`config.mk`:
```
export PLATFORM = sky130hd
export DESIGN_NAME = booth_mult_param
export DESIGN_NICKNAME = d
export VERILOG_FILES = /design/src/rtl/fpu_pkg.sv /design/src/rtl/booth_step.sv /design/src/rtl/booth_mult_param.sv
export SDC_FILE = /design/constraint.sdc
export NUM_CORES = 1
export LEC_CHECK = 0
export BUFFER_PORTS_ARGS = -buffer_cell sky130_fd_sc_hd__buf_4
export CAP_MARGIN = 15
export CORE_UTILIZATION = 55
export DETAILED_ROUTE_END_ITERATION = 10
export GPL_TIMING_DRIVEN = 0
export PLACE_DENSITY = 0.89
export SLEW_MARGIN = 20
export SYNTH_ARGS = -nofsm -noshare
export SYNTH_HDL_FRONTEND = slang
export SYNTH_SLANG_ARGS = --single-unit
```
`constraint.sdc`:
```
create_clock -name CLK -period 6.9 [get_ports CLK]
set_clock_uncertainty 0.15 [all_clocks]
set_input_delay 0.69 -clock CLK [delete_from_list [all_inputs] [get_ports CLK]]
set_output_delay 0.69 -clock CLK [all_outputs]
set_load 0.02 [all_outputs]
```
`src/rtl/fpu_pkg.sv`:
```
`default_nettype none
// ============================================================================
// Module      : fpu_pkg
// Description : Shared types and helpers for the FPU Booth multiplier.
// Revision    : 1.0 - initial release
// ============================================================================
package fpu_pkg;

    // Widest operand any multiplier instance may be built with.
    localparam int BOOTH_MAX_W = 64;

    typedef enum logic [1:0] {
        Booth_Idle   = 2'd0,
        Mult_Compute = 2'd1,
        Mult_Done    = 2'd2
    } BoothState;

    // The caller supplies value zero-padded above the operand width. Every bit
    // at or above 'width' becomes copies of the operand MSB when sgn is set,
    // and zero otherwise.
    function automatic logic [BOOTH_MAX_W:0] booth_ext(
        input logic [BOOTH_MAX_W-1:0] value,
        input int                     width,
        input logic                   sgn
    );
        logic [BOOTH_MAX_W-1:0] msb_down;
        logic [BOOTH_MAX_W:0]   upper;
        logic                   fill;
        msb_down = value >> (width - 1);
        fill     = sgn & msb_down[0];
        upper    = {(BOOTH_MAX_W+1){1'b1}} << width;
        return ({1'b0, value} & ~upper) | (fill ? upper : '0);
    endfunction

endpackage
`default_nettype wire

```
`src/rtl/booth_step.sv`:
```
`default_nettype none
// ============================================================================
// Module      : booth_step
// Description : One radix-2 Booth iteration: add/subtract M, then arithmetic
//               right shift of {A,Q,Q_1}. Purely combinational.
// Revision    : 1.0 - initial release
// ============================================================================
module booth_step #(
    parameter int N = 25
) (
    input  logic [N:0]   a_i,
    input  logic [N-1:0] q_i,
    input  logic         q1_i,
    input  logic [N-1:0] m_i,
    output logic [N:0]   a_o,
    output logic [N-1:0] q_o,
    output logic         q1_o
);

    logic [N:0] w_m_sx;
    logic [N:0] w_sum;

    // A has one guard bit, so subtracting the most-negative M cannot wrap.
    assign w_m_sx = {m_i[N-1], m_i};

    always_comb begin
        w_sum = a_i;
        case ({q_i[0], q1_i})
            2'b01:   w_sum = a_i + w_m_sx;
            2'b10:   w_sum = a_i - w_m_sx;
            default: w_sum = a_i;
        endcase
    end

    assign a_o  = {w_sum[N], w_sum[N:1]};
    assign q_o  = {w_sum[0], q_i[N-1:1]};
    assign q1_o = q_i[0];

endmodule
`default_nettype wire

```
`src/rtl/booth_mult_param.sv`:
```
`default_nettype none
// ============================================================================
// Module      : booth_mult_param
// Description : Parametrised radix-2 Booth sequential multiplier with
//               BREQ/BACK handshake and per-operation signed/unsigned mode.
// Revision    : 1.0 - initial release
// ============================================================================
module booth_mult_param
    import fpu_pkg::*;
#(
    parameter int WIDTH = 24
) (
    input  logic                 CLK,
    input  logic                 RSTK,
    input  logic                 BREQ,
    input  logic                 SGN,
    input  logic [WIDTH-1:0]     m1,
    input  logic [WIDTH-1:0]     m2,
    output logic                 BUSY,
    output logic                 BACK,
    output logic [2*WIDTH-1:0]   res
);

    localparam int N  = WIDTH + 1;
    localparam int CW = $clog2(N + 1);
    localparam int PW = 2 * WIDTH;
    localparam logic [CW-1:0] LAST_CNT = CW'(N - 1);

    generate
        if (WIDTH < 4 || WIDTH > BOOTH_MAX_W) begin : g_bad_width
            $error("booth_mult_param: WIDTH out of supported range");
        end
    endgenerate

    BoothState       state_q, state_d;
    logic [N:0]      a_q, a_d;
    logic [N-1:0]    q_q, q_d;
    logic            q1_q, q1_d;
    logic [N-1:0]    m_q, m_d;
    logic [CW-1:0]   cnt_q, cnt_d;
    logic [PW-1:0]   res_q, res_d;

    logic [N-1:0]    w_m1_ext;
    logic [N-1:0]    w_m2_ext;
    logic [N:0]      w_a_nxt;
    logic [N-1:0]    w_q_nxt;
    logic            w_q1_nxt;

    assign w_m1_ext = N'(booth_ext(BOOTH_MAX_W'(m1), WIDTH, SGN));
    assign w_m2_ext = N'(booth_ext(BOOTH_MAX_W'(m2), WIDTH, SGN));

    booth_step #(
        .N (N)
    ) u_step (
        .a_i  (a_q),
        .q_i  (q_q),
        .q1_i (q1_q),
        .m_i  (m_q),
        .a_o  (w_a_nxt),
        .q_o  (w_q_nxt),
        .q1_o (w_q1_nxt)
    );

    always_ff @(posedge CLK) begin
        if (RSTK) begin
            state_q <= Booth_Idle;
            a_q     <= '0;
            q_q     <= '0;
            q1_q    <= 1'b0;
            m_q     <= '0;
            cnt_q   <= '0;
            res_q   <= '0;
        end else begin
            state_q <= state_d;
            a_q     <= a_d;
            q_q     <= q_d;
            q1_q    <= q1_d;
            m_q     <= m_d;
            cnt_q   <= cnt_d;
            res_q   <= res_d;
        end
    end

    always_comb begin
        state_d = state_q;
        a_d     = a_q;
        q_d     = q_q;
        q1_d    = q1_q;
        m_d     = m_q;
        cnt_d   = cnt_q;
        res_d   = res_q;
        case (state_q)
            Booth_Idle: begin
                if (BREQ) begin
                    a_d     = '0;
                    m_d     = w_m1_ext;
                    q_d     = w_m2_ext;
                    q1_d    = 1'b0;
                    cnt_d   = '0;
                    state_d = Mult_Compute;
                end
            end
            Mult_Compute: begin
                a_d   = w_a_nxt;
                q_d   = w_q_nxt;
                q1_d  = w_q1_nxt;
                cnt_d = cnt_q + 1'b1;
                // Product is taken from the post-shift values of the last step.
                if (cnt_q == LAST_CNT) begin
                    state_d = Mult_Done;
                    res_d   = PW'({w_a_nxt, w_q_nxt});
                end
            end
            Mult_Done: begin
                state_d = Booth_Idle;
            end
            default: begin
                state_d = Booth_Idle;
            end
        endcase
    end

    assign BUSY = (state_q != Booth_Idle);
    assign BACK = (state_q == Mult_Done);
    assign res  = res_q;

endmodule
`default_nettype wire
```
=== Yosys cells after proc, flatten, opt, wreduce, memory -nomap -nowiden ===
Index checks and enable logic that the tools add are counted.

* Input bits: 52
* Logic and storage cells: 42
* Bits in registers: 132

* $add $sub $neg: 3
* Muxes and demuxes: 14
* Equal/unequal tests: 7
* Bitwise operators: 4
* Reduce and logical (&&, ||, !) cells: 7

{| class="wikitable"
|+ Operators with widths
! cell !! count
|-
| $pmux 26 s2 || 2
|-
| $mux 25 || 3
|-
| $or 24x25->25 || 2
|-
| $pmux 25 s2 || 1
|-
| $add 26x26->26 || 1
|-
| $mux 26 || 1
|-
| $sub 26x26->26 || 1
|-
| $pmux 5 s2 || 1
|-
| $reduce_and 2->1 || 4
|-
| $add 5x1->5 const B || 1
|-
| $eq 5x5->1 const B || 1
|-
| $mux 5 || 1
|-
| $eq 2x1->1 const B || 2
|-
| $eq 2x2->1 const B || 2
|-
| $mux 2 || 2
|-
| $ne 2x2->1 const B || 2
|-
| $pmux 2 s2 || 1
|-
| $reduce_bool 2->1 || 2
|-
| $and 1x1->1 || 2
|-
| $logic_not 2->1 || 1
|-
| $pmux 1 s2 || 1
|-
| $mux 1 || 1
|}

=== Depth between registers and ports, before layout ===
* Depth after elaboration: 5
* Mapped depth: 16
* Depth with buffers taken out: 15

=== Modules after synthesis ===
Synthesis repeated with hierarchy kept, for this count alone.

* Cells, all modules: 914
* Area total of the unflattened synthesis: 7,733.7 um^2

{| class="wikitable"
|+ By module, submodules not included
! module !! times used !! cells an instance !! area an instance (um^2)
|-
| booth_mult_param || 1 || 542 || 5,330.1
|-
| booth_step || 1 || 372 || 2,403.6
|}

=== Worst setup path before layout ===
Ideal clock, no wire load.

* Path type: register -> register
* Start point: reg m_q[5]
* End point: reg a_q[24]
* Arrival: 3.448 ns
* Path slack: 3.233 ns
* Setup time: 0.069 ns
* Required time: 6.681 ns
* Clock period less this slack: 3.667 ns
* Cell stages (with the launch flop): 15
* Cell sequence: dfxtp_1 -> or4_4 -> nor3_1 -> and2_1 -> nor2_1 -> xnor2_1 -> ha_1 -> clkbuf_1 -> a21oi_1 -> o21ai_1 -> or3_1 -> nor3_2 -> or2_2 -> mux2_2 -> o21ai_1

* Cells in the longest elaborated chain, start to end: 3
* Elaborated cells on any way between the ends: 4

{| class="wikitable"
|+ Ends and longest elaborated chain
! what !! RTL line !! source
|-
| from (decl) || booth_mult_param.sv:39 || <nowiki>logic [N-1:0] m_q, m_d;</nowiki>
|-
| from (signal assigned) || booth_mult_param.sv:78 || <nowiki>m_q <= m_d;</nowiki>
|-
| $sub 26x26->26 or $add 26x26->26 (tied branches) || booth_step.sv:30, booth_step.sv:29 ||
|-
| $pmux 26 s2 * || booth_step.sv:28 || <nowiki>case ({q_i[0], q1_i})</nowiki>
|-
| $pmux 26 s2 * || booth_mult_param.sv:92 || <nowiki>case (state_q)</nowiki>
|-
| to (signal assigned) || booth_mult_param.sv:67 || <nowiki>a_q <= '0;</nowiki>
|-
| to (signal assigned) || booth_mult_param.sv:75 || <nowiki>a_q <= a_d;</nowiki>
|-
| to (decl) || booth_mult_param.sv:36 || <nowiki>logic [N:0] a_q, a_d;</nowiki>
|}

Mark *: on every way between the ends. The rest lies on a longest branch, timed or not.
A chain may end at the register's enable or synchronous reset.

=== Worst setup path after layout ===
* Start point: reg m_q[5]
* End point: reg a_q[20]

Same word-level chain as after synthesis.

==> summary.txt <==
STA
  • Slew Viols, Final: 0
  • Final setup viols: 0
  • Tightest Pin Transition: 0.752 ns
  • F_max: around 0.23 GHz
  • Final setup TNS: 0 ns
  • Period utilization: 0.640
  • Min cycle time layout: roughly 4.4 ns
  • RSZ-0062 raised after global routing: false
  • Fin. Hold Viols: 0
  • Slew HR: 0.497

Cells and area
  • Storage element area: roughly 2600 um^2
  • Multi-input combinational cell area: 4150 um^2
  • Final net count: around 1.1k
  • Layout cell share with drive strength beyond 1: 0.143
  • Layout fillers: between 1k and 1.5k
  • # diodes: 0
  • P&R area growth vs syn: 22.6%

Power
  • Sequential Power Share: 0.361
  • Total power: 2.26 mW
  • Psw: approximately 0.68 mW
  • Leakage: 3.44 nW
  • Sw Share: 0.300
  • Pwr per Cell Area: between 200 and 300 nW/um^2
  • Clock power share: 0.434
  • Logic gate share of total power: 0.205
  • Pint: between 1.5 and 2 mW
  • Maximum vdd ir drop: approximately 0.18 mV

Routing
  • First DRT Iteration DRCs: roughly 1.1k
  • DRT Pass-1 Iters: 6
  • Final ANT Viol Nets: 0
  • Vias per cell: between 6 and 7
  • Drt wl/cell: approximately 18 um
  • Drt drc: 0
  • Post-Route WL: around 23 mm
  • Via count: ~7.7k

Clock network
  • Clock buffer depth: 2
  • Clock root cell: clkbuf_16
  • Clock latency on the worst-skew pair: approximately 0.43 ns
  • CTS sink count: 131
  • H-tree Lvls: 4
  • Clk slew on worst S/H paths: 0.06 ns
  • CTS buffer count: 17
  • CTS Hold Bufs: 0
  • CTS tree: done
  • Post-CTS Resized: 0
  • Postcts setup bufs: 0

Synthesis
  • Synth warnings: 0
  • #FFs+latches synth: 131
  • Primary FF master, synth: dfxtp_1
  • Net Count, Synth: roughly 1k
  • Seq/Total Area, Yosys: 0.369
  • Post-synth EDFFs: 0
  • Async SR Flop Fraction: 0
  • Yosys cell types: between 60 and 70
  • Synthesized area: approximately 7100 um^2
  • Post-Syn Instances: 937
  • Post-Synthesis Mean Instance Area: approximately 7.6 um^2

GRT
  • Total grt overflow: 0
  • Tot GR Track Use: 0.348
  • Vias in the first global route: about 7.1k
  • Met3 usage: 0.0774
  • Pin count of the biggest net entering global routing: 17
  • Grt met1 use: 0.434
  • First-pass GRT wire length: roughly 36 mm
  • Initial antenna violation count: 0
  • GR Layer Usage met2: 0.560
  • Top Usage Layer GRT: met2

Die
  • Die footprint: ~13000 um^2
  • Initial Util: 0.563
  • Std cell rows: between 40 and 50
  • Die height: about 120 um
  • I/O pin count: between 100 and 150
  • Die width: approximately 120 um
  • Core area: 12600 um^2

Critical path
  • Crit. End Element: register
  • Critical-path top delay cell: or4_4
  • Worst-path fanout max: 7
  • Crit-path max cell delay: 0.58 ns
  • CP required: between 7 and 8 ns
  • Worst Setup Start Kind: register
  • Worst path top cell family by delay: simple AND/OR/NAND/NOR gates
  • CP Cell Sequence: or4_4, nor3_1, and2_1, nor2_1, xnor2_1, ha_1, clkbuf_1, nand2_1, a311oi_1, o32ai_1, or2_2, xnor2_1, a31o_2
  • Cell mode on critical path: xnor2_1
  • Crit path kind: register to register
  • CP Data Arrival Time: roughly 4.7 ns
  • Buf/Inv on CP: 1

Outcome
  • Status: finished clean

Run
  • Max-Cap Viols: 0

Placement
  • I/O Buffers: slightly above 100
  • GP Congestion: between 0.9 and 1
  • Detail Placement HPWL: ~16 mm

Min path
  • Worst Hold Class: register to register
path summary, 6_finish.rpt:
path,cells after the start,from,endpoint,slack [ns]
worst max-delay path,13,m_q[5],a_q[20],2.48
worst max register to register,13,m_q[5],a_q[20],2.48
worst min-delay path,2,res[9],res[9],0.30
worst min register to register,2,res[9],res[9],0.30
sequential cells by signal, summed over array words and instances, names as in the netlist:
register,count
a_q,25
cnt_q,5
m_q,25
q1_q,1
q_q,25
res,48
state_q,2
worst min-delay path: cells and delay by family, from the launching register on:
kind            cells  cell delay [ns]
flops               1             0.30
compound gates      1             0.05
simple gates        1             0.05
power groups by stage:
stage | Clock (mW) | Sequential [mW] | Combinational, mW
6_report | 0.979 | 0.816 | 0.463
5_1_grt | 1.00 | 0.819 | 0.507
4_1_cts | 0.974 | 0.815 | 0.453
3_5_place_dp | 0 | 0.830 | 0.447
3_3_place_gp | 0 | 0.829 | 0.442
2_1_floorplan | 0 | 0.821 | 0.329
area by class of cell:
cell class	instances	area share
inverters	24	0.0103
clock buffers	19	0.0520
flip-flops and latches	131	0.301
repair buffers	101	0.0870
multi-input cells	718	0.476
clock inverters	12	0.0207
plain buffers	64	0.0280
well taps	172	0.0247
cell usage in the layout (no fill, tap or decap), types with 5 or more instances in the layout:
cell | netlist | routed
a311oi_1 | 7 | 7
o21bai_1 | 5 | 5
nor2_1 | 85 | 85
dfxtp_1 | 131 | 131
nand2_1 | 161 | 161
and3_1 | 5 | 5
xnor2_1 | 35 | 35
a31oi_1 | 19 | 19
or3_1 | 5 | 5
ha_1 | 29 | 29
o21ai_0 | 49 | 49
clkbuf_1 | 52 | 52
a211oi_1 | 6 | 6
inv_1 | 23 | 23
a22oi_1 | 9 | 9
a21oi_1 | 120 | 120
clkbuf_16 | 0 | 17
buf_1 | 9 | 9
nand3_1 | 28 | 28
and2_1 | 5 | 5
a21o_1 | 12 | 12
nand4_1 | 6 | 6
mux2i_1 | 9 | 9
buf_4 | 0 | 101
nor3_1 | 37 | 37
cell families after synthesis:
| group | Yosys count | synth area share |
|---|---|---|
| and+or+nand+nor | 366 | 0.231 |
| AOI/OAI and AO/OA | 273 | 0.236 |
| DFF | 131 | 0.369 |
| buffers and inverters | 88 | 0.0470 |
| xor gates and xnor gates | 39 | 0.0481 |
| adders and majority gates | 30 | 0.0539 |
| muxes | 10 | 0.0143 |
metal layers:
layer  vias up  part of all wire
li1       3551                 -
met1      3525              0.39
met2       499              0.45
met3       114              0.10
met4         0             0.052
met5         -                 0
through the flow:
stage               setup slack (ns)  cells  area (um^2)   util  hold WS, ns
finish                          2.48   1241         8710  0.690        0.302
global route                    2.10   1241         8710  0.690        0.319
CTS                             2.59   1241         8710  0.690        0.305
detailed placement              2.62   1210         8080  0.640        0.297
global placement                2.65   1210         8080  0.640        0.294
floorplan                       3.23    937         7110      -        0.292
synthesized netlist by cell type, drive strengths merged, types with 3 or more instances:
| master | instances | share of area |
|---|---|---|
| or2 | 5 | 0.0044 |
| a211oi | 6 | 0.0063 |
| nand2b | 4 | 0.0035 |
| nand3b | 3 | 0.0032 |
| o21bai | 5 | 0.0053 |
| nand2 | 161 | 0.085 |
| o32ai | 3 | 0.0037 |
| a21o | 12 | 0.013 |
| a41oi | 3 | 0.0063 |
| and2 | 6 | 0.0055 |
| xor2 | 4 | 0.0049 |
| inv | 23 | 0.012 |
| nand4 | 6 | 0.0053 |
| buf | 12 | 0.0069 |
| or3 | 5 | 0.0044 |
| a22oi | 9 | 0.0095 |
| nor2 | 85 | 0.045 |
| nor3 | 38 | 0.027 |
| or4 | 6 | 0.0074 |
| a31oi | 19 | 0.017 |
| o211ai | 4 | 0.0042 |
| a21oi | 121 | 0.086 |
| nor2b | 4 | 0.0035 |
| nor4 | 4 | 0.0056 |
| xnor2 | 35 | 0.043 |
| clkbuf | 52 | 0.027 |
| a31o | 4 | 0.0049 |
| ha | 29 | 0.051 |
| o21ai | 52 | 0.037 |
| nand3 | 28 | 0.020 |
| mux2i | 9 | 0.013 |
| a221o | 3 | 0.0042 |
| and3 | 5 | 0.0044 |
| dfxtp | 131 | 0.37 |
| a311oi | 7 | 0.0086 |
| a32oi | 3 | 0.0037 |
(Power assumes the default switching activity.)
